==> config.mk <==
export PLATFORM = sky130hd
export DESIGN_NAME = uart_tx_arbiter
export DESIGN_NICKNAME = d
export VERILOG_FILES = /design/src/rtl/uart_tx_arbiter.sv
export SDC_FILE = /design/constraint.sdc
export NUM_CORES = 1
export LEC_CHECK = 0
export ABC_CLOCK_PERIOD_IN_PS = 2550
export CAP_MARGIN = 20
export CORE_MARGIN = 1
export CORE_UTILIZATION = 63
export DETAILED_ROUTE_END_ITERATION = 12
export DONT_BUFFER_PORTS = 1
export MAX_ROUTING_LAYER = met4
export PLACE_DENSITY_LB_ADDON = 0.15
export RECOVER_POWER = 50
export SYNTH_ARGS = -nofsm -noshare
export SYNTH_HDL_FRONTEND = slang
export SYNTH_SLANG_ARGS = --single-unit
==> constraint.sdc <==
create_clock -name clk -period 2.55 [get_ports clk]
set_clock_uncertainty 0.1 [all_clocks]
set_input_delay 0.51 -clock clk [delete_from_list [all_inputs] [get_ports clk]]
set_output_delay 0.51 -clock clk [all_outputs]
set_load 0.005 [all_outputs]
==> src/rtl/uart_tx_arbiter.sv <==
// Round-robin arbiter sharing one UART transmitter among N_REQ byte producers.
// A grant is held for a whole message (req_last) or MAX_BURST bytes, paced on tx_busy.
module uart_tx_arbiter #(
    parameter int N_REQ       = 4,
    parameter int MAX_BURST   = 16,
    parameter int GAP_TIMEOUT = 255
) (
    input  logic                     clk,
    input  logic                     rstn,
    input  logic [N_REQ-1:0]         req_valid,
    input  logic [8*N_REQ-1:0]       req_data,
    input  logic [N_REQ-1:0]         req_last,
    output logic [N_REQ-1:0]         req_ready,
    output logic [7:0]               tx_sdata,
    output logic                     tx_start,
    input  logic                     tx_busy,
    output logic [$clog2(N_REQ)-1:0] grant_id,
    output logic                     grant_active
);

    localparam int GW  = $clog2(N_REQ);
    localparam int BCW = $clog2(MAX_BURST + 1);
    localparam int GCW = $clog2(GAP_TIMEOUT + 1);

    localparam logic [1:0] ST_IDLE = 2'd0;
    localparam logic [1:0] ST_SEND = 2'd1;
    localparam logic [1:0] ST_WAIT = 2'd2;

    localparam logic [BCW-1:0] BC_MAX  = BCW'(MAX_BURST);
    localparam logic [GCW-1:0] GAP_MAX = GCW'(GAP_TIMEOUT);
    localparam logic [GW-1:0]  LAST_ID = GW'(N_REQ - 1);
    localparam logic [GW:0]    N_VAL   = (GW + 1)'(N_REQ);

    logic [1:0]       state;
    logic [GW-1:0]    rr_ptr;
    logic [BCW-1:0]   byte_cnt;
    logic [GCW-1:0]   gap_cnt;
    logic             last_q;

    logic [2*N_REQ-1:0] arb_dbl;
    logic [N_REQ-1:0]   arb_rot;
    logic [GW-1:0]      arb_off;
    logic [GW:0]        arb_sum;
    logic [GW-1:0]      arb_winner;

    function automatic logic [BCW-1:0] bc_inc(input logic [BCW-1:0] v);
        return (v == BC_MAX) ? v : v + 1'b1;
    endfunction

    function automatic logic [GCW-1:0] gap_inc(input logic [GCW-1:0] v);
        return (v == GAP_MAX) ? v : v + 1'b1;
    endfunction

    function automatic logic [GW-1:0] next_id(input logic [GW-1:0] id);
        return (id == LAST_ID) ? '0 : id + 1'b1;
    endfunction

    // Rotate valids so rr_ptr sits at bit 0, take the lowest set bit, rotate back.
    always_comb begin
        arb_dbl = {req_valid, req_valid} >> rr_ptr;
        arb_rot = arb_dbl[N_REQ-1:0];
        arb_off = '0;
        for (int k = N_REQ - 1; k >= 0; k--) begin
            if (arb_rot[k]) arb_off = GW'(k);
        end
        arb_sum = {1'b0, rr_ptr} + {1'b0, arb_off};
        if (arb_sum >= N_VAL) arb_sum = arb_sum - N_VAL;
        arb_winner = arb_sum[GW-1:0];
    end

    always_comb begin
        req_ready = '0;
        if (state == ST_SEND) req_ready[grant_id] = 1'b1;
    end

    always_ff @(posedge clk or negedge rstn) begin
        if (!rstn) begin
            state        <= ST_IDLE;
            grant_id     <= '0;
            grant_active <= 1'b0;
            rr_ptr       <= '0;
            byte_cnt     <= '0;
            gap_cnt      <= '0;
            last_q       <= 1'b0;
            tx_sdata     <= 8'h00;
            tx_start     <= 1'b0;
        end else begin
            tx_start <= 1'b0;
            case (state)
                ST_IDLE: begin
                    if (|req_valid) begin
                        grant_id     <= arb_winner;
                        grant_active <= 1'b1;
                        byte_cnt     <= '0;
                        gap_cnt      <= '0;
                        state        <= ST_SEND;
                    end
                end
                ST_SEND: begin
                    if (req_valid[grant_id]) begin
                        tx_sdata <= req_data[{grant_id, 3'b000} +: 8];
                        tx_start <= 1'b1;
                        last_q   <= req_last[grant_id];
                        byte_cnt <= bc_inc(byte_cnt);
                        state    <= ST_WAIT;
                    end else begin
                        gap_cnt <= gap_inc(gap_cnt);
                        if (gap_inc(gap_cnt) == GAP_MAX) begin
                            grant_active <= 1'b0;
                            rr_ptr       <= next_id(grant_id);
                            state        <= ST_IDLE;
                        end
                    end
                end
                ST_WAIT: begin
                    // tx_start is high exactly in the first WAIT cycle, before busy is registered.
                    if (!tx_start && !tx_busy) begin
                        if (last_q || (byte_cnt == BC_MAX)) begin
                            grant_active <= 1'b0;
                            rr_ptr       <= next_id(grant_id);
                            state        <= ST_IDLE;
                        end else begin
                            gap_cnt <= '0;
                            state   <= ST_SEND;
                        end
                    end
                end
                default: state <= ST_IDLE;
            endcase
        end
    end

endmodule

Word-level counts from Yosys, hierarchy flattened
Cells that the tools add are included.
{"block": "classes", "addsub": 5, "n_reduce_logical": 17, "shift": 2, "muxes": 42, "order_cmp": 3, "eq_ne": 15}
{"op": "two-way mux 8 bit", "n": 5}
{"op": "indexed part select 32 x 6 -> 8 bit", "n": 1}
{"op": "two-way mux 2 bit", "n": 14}
{"op": "one-hot mux 8 bit (3 select lines)", "n": 1}
{"op": "equality test 8 bit, second input constant", "n": 2}
{"op": "two-way mux 5 bit", "n": 3}
{"op": "!= test 2 bit, second input constant", "n": 6}
{"op": "two-way mux 1 bit", "n": 11}
{"op": "one-hot mux 5 bit (2 select lines)", "n": 1}
{"op": "AND reduction 5 bit", "n": 2}
{"op": "adder 8 x 1 -> 8 bit, second input constant", "n": 1}
{"op": "right shift 8 x 2 -> 4 bit", "n": 1}
{"op": "one-hot mux 2 bit (3 select lines)", "n": 1}
{"op": "AND reduction 6 bit", "n": 1}
{"op": "adder 5 x 1 -> 5 bit, second input constant", "n": 1}
{"op": "equality test 5 bit, second input constant", "n": 1}
{"op": "binary-select mux 1 bit (select 2 bit)", "n": 2}
{"op": "equality test 2 bit, second input constant", "n": 2}
{"op": "two-way mux 4 bit", "n": 1}
{"op": "!= test 2 x 1 -> 1 bit, second input constant", "n": 2}
{"op": "one-hot mux 2 bit (2 select lines)", "n": 1}
{"op": "AND reduction 2 bit", "n": 2}
{"op": "AND reduction 4 bit", "n": 1}
{"op": "nonzero test 2 bit", "n": 2}
{"op": "other kinds (17)", "n": 19}
{"block": "totals", "reg_bits": 30, "out_inout_bits": 16}

Logic depth before layout (Yosys ltp)
Gate-level depths: netlist (run 1).
{"block": "logic_depth", "depth_word": 8, "mapped_depth": 8, "ltp_nobuf": 8}

Worst setup path after synthesis (run 1)
No wires, ideal clock.
{"block": "synth_path", "kind": "flip-flop to flip-flop", "startpoint": "register gap_cnt[1]", "endpoint": "register state[0]", "path_stages_with_launch": 8, "required_time_ns": 2.325, "arrival_time_ns": 2.023, "path_slack_ns": 0.302, "period_less_slack_ns": 2.248, "cell_sequence": "dfrtp_1 -> ha_1 -> and2_1 -> a221oi_1 -> o311ai_0 -> a221oi_2 -> o31ai_2 -> mux2_4"}
{"block": "synth_via", "elab_chain_cells": 5, "word_cells_on_any_way": 6, "cone_classes": "1 x add/sub; 3 x eq/ne; 1 x mux; 1 x reduce/logical"}
{"item": "start, declared", "line_no": "37", "text": "logic [GCW-1:0] gap_cnt;"}
{"item": "start signal, assigned", "line_no": "107", "text": "gap_cnt <= gap_inc(gap_cnt);"}
{"item": "adder 8 x 1 -> 8 bit / equality test 8 bit (equally long branches)", "line_no": "51", "text": "return (v == GAP_MAX) ? v : v + 1'b1;"}
{"item": "two-way mux 8 bit *", "line_no": "51"}
{"item": "equality test 8 bit *", "line_no": "108", "text": "if (gap_inc(gap_cnt) == GAP_MAX) begin"}
{"item": "!= test 3 x 1 -> 1 bit (no line) *"}
{"item": "AND reduction 3 bit (no line) *"}
{"item": "end signal, assigned", "line_no": "105", "text": "state <= ST_WAIT;"}
{"item": "end signal, assigned", "line_no": "111", "text": "state <= ST_IDLE;"}
{"item": "end signal, assigned", "line_no": "121", "text": "state <= ST_IDLE;"}
{"item": "end, declared", "line_no": "34", "text": "logic [1:0] state;"}
Mark *: on every way between the ends. The rest lies on a longest branch, timed or not.
A chain may end at the register's enable or synchronous reset.

Final worst setup path (run 1)
Same ends and word-level chain as after synthesis.

==> impl_metrics.toml, run 1 <==
[outcome]
status = "complete, but fails checks"
violations = "max-capacitance violations, max-slew violations"

[synth]
synth-edff-count = 0
ys.flop_type = "dfrtp_1"
synthCells = 202
synth.distinct_cells = 47
synth_common_cells = "dfrtp_1, a21oi_1, inv_1, nand2_1, nor2_1"
synth_area_um2 = 2080
synthArstFlopShare = 1.00
ys_ff_latch = 30
synth_top_cell_by_area = "dfrtp_1"
synth_most_common_cell = "dfrtp_1"
synth_nets = 257
synth.area.top_cells = "dfrtp_1, mux4_2, ha_1"
ys_seq_area_frac = 0.361
yosys_warnings = 0
synth_top_area_share = 0.361
syn_area_per_cell_um2 = 10.3

[power]
p_leak_nw = 0.927
p_int_mw = 1.50
finalPower_mw = 2.51
p_sw_mw = 1.01
p_per_area_nw_per_um2 = 1110
vdd_ir_drop_max_mv = 0.772
switching_share = 0.402
power.share.clock = 0.158
p_seq_frac = 0.328
pwr-share-comb = 0.514

[timing]
fin_setup_tns_ns = 0
slew_headroom = -0.0660
worst_pin_slew_ns = 1.60
period_share = 0.961
rsz0062_at_grt = "false"
whs_ns = 0.389
hold_viol_final = 0
fin_crit_ns = 2.45
slew_viol_final = 31
worst_slack_ns = 0.0996
setup_viol = 0
max_freq_ghz = 0.408

[route]
drtIter0Drc = 100
drt_wl_total_mm = 4.82
dr.pass1.iters = 4
vias = 1666
drc = 0
wl_per_cell_um = 18.9
viasPerCell = 6.53
ant_nets = 0

[critical_path]
worst-r2r-cell-count = 8
path_class = "reg2reg"
cp-end-kind = "flip-flop"
worstPathCellList = "ha_2 -> nand2_1 -> nor2_1 -> mux2i_1 -> a221oi_2 -> buf_4 -> o31ai_2 -> mux2_4"
max_stage_delay_ns = 0.45
worstSetupStartpointType = "flip-flop"
slowest_stage = "dfrtp_1"
critPathArrivalTime_ns = 2.58
r2r_end = "state[0]"
required_ns = 2.67
r2r_slack_ns = 0.1
cp-startpoint = "gap_cnt[1]"
rr_startpoint = "gap_cnt[1]"
crit_fanout = 8
critical_path.endpoint = "state[0]"

[finish]
fin_util = 0.726
multi_input_area_um2 = 1250
diodes = 0
area_delta_synth_final_pct = 8.30
nets = 266
nFillCells = 237
regArea_um2 = 751
final_layout_size_suffix_gt1_frac = 0.209

[floorplanning]
die_area_um2 = 3540
fp.dieW_um = 59.5
dieHeight_um = 59.5
coreArea_um2 = 3100
initial_core_util = 0.671
row_count = 20
ios = 59

[global_route]
grt_pass1_vias = 1641
grt_start_max_net_pins = 31
grt_remaining_overflow = 0
met1_usage = 0.377
grt_usage = 0.311
grt_pass1_wl_mm = 7.65
grt-busiest-layer = "met2"
antenna_found_initial = 0
met3_usage = 0.0786
met2_usage = 0.517

[placement]
dp_hpwl_mm = 3.55
dp_slack_ns = 0.0833
numPortBuffers = 0
routabilityCongestion = 0.930

[clocking]
clk_latency_ns = 0.34
numCtsBuffers = 5
cts_tree = "done"
clk_path_buf_depth = 2
path_clk_slew_ns = 0.11
root_buffer = "clkbuf_4"
clock_sinks = 30
htree_levels = 2

[worst_hold_path]
min_from = "req_valid[1]"
hold_path_class = "in2reg"

[run]
cap_violations = 1
[power by group through the flow]
stage          logic, mW  registers (mW)  clock network [mW]
3_5_place_dp        1.26           0.821                   0
4_1_cts             1.29           0.817               0.402
3_3_place_gp        1.18           0.807                   0
5_1_grt             1.42           0.843               0.426
2_1_floorplan       1.00           0.796                   0
6_report            1.29           0.822               0.396
[timing repair]
| action | in CTS | in global routing |
|---|---|---|
| gates resized for setup | 0 | 1 |
| hold buffers | 2 | 0 |
| buffers inserted | 0 | 1 |
| endpoints found under the setup margin | 0 | 3 |
| hold endpoints to repair | 30 | 0 |
[per-stage QoR]
step | cells | instance area (µm²)
detailed placement | 245 | 2150
finish | 255 | 2250
global placement | 245 | 2150
floorplan | 202 | 2080
global route | 255 | 2250
CTS | 254 | 2260
[cells in the final DEF (no fill, tap or decap), types with 4 or more instances in the layout]
cell type  count
buf_4          7
dfrtp_1       30
nor2_1        14
clkbuf_4       5
o21ai_0        6
ha_1          11
mux4_2        10
nand2_1       14
nand3_1        7
a21oi_1       19
mux2_2        11
o31ai_1        4
inv_1         14
and2_1         5
[how the worst min path moves through the flow]
stage                  endpoint  slack (ns)  cells after the start
floorplan           byte_cnt[0]        0.11                      0
global placement     gap_cnt[4]        0.12                      0
global route             last_q        0.42                      2
finish              grant_id[1]        0.39                      3
CTS                 grant_id[1]        0.39                      3
detailed placement   gap_cnt[4]        0.12                      0
[worst max-delay path, delay by kind of cell, from the launching register on]
family	cells	cell delay, ns
AND/OR/NAND/NOR	2	0.34
AO/OA/AOI/OAI	2	0.37
flip-flops	1	0.45
buffers and inverters	1	0.17
multiplexers	2	0.62
adder cells (fa/ha/maj)	1	0.28
[registers in the layout (all words and copies together) (netlist names)]
| signal | flops |
|---|---|
| grant_active | 1 |
| gap_cnt | 8 |
| last_q | 1 |
| rr_ptr | 2 |
| tx_start | 1 |
| grant_id | 2 |
| byte_cnt | 5 |
| tx_sdata | 8 |
| state | 2 |
[layout make-up]
class	instances	share of cell area
flip-flops and latches	30	0.333
repair buffers	9	0.0294
clock buffers	6	0.0228
clock inverters	1	0.0133
inverters	14	0.0233
multi-input cells	151	0.554
well taps	44	0.0244
[cell families after synthesis]
logic type,share of synthesized area
AOI/OAI and AO/OA,0.162
xor gates and xnor gates,0.0168
adders and majority gates,0.0722
buffers and inverters,0.0409
DFF,0.361
muxes,0.200
and+or+nand+nor,0.147
[metal layers]
| layer | wire (µm) | up-vias |
|---|---|---|
| met4 | 71 | 0 |
| met1 | 1970 | 817 |
| met5 | 0 | - |
| met2 | 2520 | 66 |
| met3 | 259 | 11 |
| li1 | - | 772 |
(Power assumes the default switching activity.)
==> inputs of run 2 (changes only) <==
--- a/config.mk
+++ b/config.mk
@@ -9,6 +9,7 @@
 export CAP_MARGIN = 20
 export CORE_MARGIN = 1
 export CORE_UTILIZATION = 63
+export CTS_BUF_LIST = sky130_fd_sc_hd__clkbuf_16
 export DETAILED_ROUTE_END_ITERATION = 12
 export DONT_BUFFER_PORTS = 1
 export MAX_ROUTING_LAYER = met4
==> impl_metrics.toml, run 2 (synthesized netlist as in run 1, its figures left out) <==
[outcome]
status = "completed"

[floorplanning]
dieHeight_um = 59.5
initial_core_util = 0.671
row_count = 20
ios = 59
die_area_um2 = 3540
fp.dieW_um = 59.5
coreArea_um2 = 3100

[route]
viasPerCell = 6.46
drt_wl_total_mm = 4.83
drtIter0Drc = 90
vias = 1647
ant_nets = 0
wl_per_cell_um = 19.0
drc = 0
dr.pass1.iters = 4

[critical_path]
max_stage_delay_ns = 0.43
path_class = "reg2reg"
slowest_stage = "dfrtp_1"
cp-end-kind = "flip-flop"
worstSetupStartpointType = "flip-flop"
worstPathCellList = "ha_2 -> and2_1 -> a221oi_1 -> o311ai_0 -> a221oi_2 -> buf_4 -> o21ai_2 -> mux2_1"
critPathArrivalTime_ns = 2.48
crit_fanout = 8
required_ns = 2.60

[power]
p_leak_nw = 0.972
p_per_area_nw_per_um2 = 1190
vdd_ir_drop_max_mv = 0.808

[global_route]
grt_usage = 0.312
grt_remaining_overflow = 0
met3_usage = 0.0742
antenna_found_initial = 0
grt_pass1_vias = 1666
grt-busiest-layer = "met2"
grt_pass1_wl_mm = 7.71
met1_usage = 0.377
grt_start_max_net_pins = 31
met2_usage = 0.523

[timing]
slew_viol_final = 0
slew_headroom = 0.108
fin_setup_tns_ns = 0
rsz0062_at_grt = "false"
fin_crit_ns = 2.43
worst_pin_slew_ns = 1.34
period_share = 0.952
max_freq_ghz = 0.412
setup_viol = 0
hold_viol_final = 0
whs_ns = 0.437
worst_slack_ns = 0.123

[clocking]
numCtsBuffers = 5
clk_path_buf_depth = 2
cts_tree = "done"
path_clk_slew_ns = 0.05
clock_sinks = 30
htree_levels = 2
root_buffer = "clkbuf_16"
clk_latency_ns = 0.28

[placement]
numPortBuffers = 0
dp_slack_ns = 0.0833
routabilityCongestion = 0.930
dp_hpwl_mm = 3.55
placed_cell_area_um2 = 2150

[run]
cap_violations = 0

[worst_hold_path]
hold_path_class = "reg2reg"

[finish]
diodes = 0
nets = 266
area_delta_synth_final_pct = 12.4
final_layout_size_suffix_gt1_frac = 0.204
fin_area_um2 = 2340
layout_common_cells = "dfrtp_1, a21oi_1, inv_1, nand2_1, nor2_1"
final_common_cell = "dfrtp_1"
largestRegisters = "gap_cnt: 8 flops, tx_sdata: 8 flops, byte_cnt: 5 flops"
## run 2: cell types whose count changed in the layout (fill, tap and decap cells not counted)
cell            previous run  this run
dlymetal6s4s_1             0         1
clkbuf_1                   1         0
clkinv_1                   0         1
clkbuf_8                   1         0
clkbuf_16                  0         5
clkbuf_4                   5         0
## run 2: per-stage QoR
step	instances	util	power, mW
2_1_floorplan	202	-	1.80
3_3_place_gp	245	0.692	1.99
3_5_place_dp	245	0.692	2.09
4_1_cts	254	0.753	2.78
5_1_grt	255	0.754	2.95
6_report	255	0.754	2.78
## run 2: worst paths after layout
path	from	endpoint	slack, ns	depth (start not counted)
hold reg to reg	tx_sdata[5]	tx_sdata[5]	0.44	1
hold / removal	tx_sdata[5]	tx_sdata[5]	0.44	1
setup reg to reg	gap_cnt[1]	rr_ptr[0]	0.12	8
min in group asynchronous	rstn	gap_cnt[4]	1.06	2
setup / recovery	gap_cnt[1]	rr_ptr[0]	0.12	8
max in group asynchronous	rstn	tx_sdata[7]	0.49	2
## run 2: report_power, final
part	internal (mW)	switching, mW
clock network	0.451	0.202
registers	0.652	0.170
logic	0.624	0.676
total	1.73	1.05
## run 2: cell type report
cell class	count	area [µm²]
Sequential cell	30	751
Clock buffer	5	125
Multi-Input combinational cell	151	1250
Tap cell	44	55.1
Fill cell	228	763
Inverter	14	52.6
Clock inverter	2	33.8
Timing Repair Buffer	9	75.1
## run 2: layer usage
layer	vias up	wire length, µm
met4	0	56
li1	772	-
met5	-	0
met2	63	2580
met3	9	238
met1	803	1960
## run 2: timing repair
action / 4_1_cts / 5_1_grt
hold buffers: 2 / 0
setup buffers: 0 / 1
resized for setup: 0 / 1
endpoints found under the hold margin: 30 / 0
endpoints found under the setup margin: 0 / 3
## run 2: critical path, delay by kind of cell (launching register included)
| kind | cells | cell delay [ns] |
|---|---|---|
| buffers and inverters | 1 | 0.17 |
| adders and majority gates | 1 | 0.24 |
| muxes | 1 | 0.32 |
| DFF | 1 | 0.43 |
| AOI/OAI and AO/OA | 4 | 0.83 |
| and+or+nand+nor | 1 | 0.20 |
==> inputs of run 3 (changes only) <==
--- a/config.mk
+++ b/config.mk
@@ -5,7 +5,6 @@
 export SDC_FILE = /design/constraint.sdc
 export NUM_CORES = 1
 export LEC_CHECK = 0
-export ABC_CLOCK_PERIOD_IN_PS = 2550
 export CAP_MARGIN = 20
 export CORE_MARGIN = 1
 export CORE_UTILIZATION = 63
==> results of run 3 <==
Final layout, timing and power as in run 2 (identical DEF).
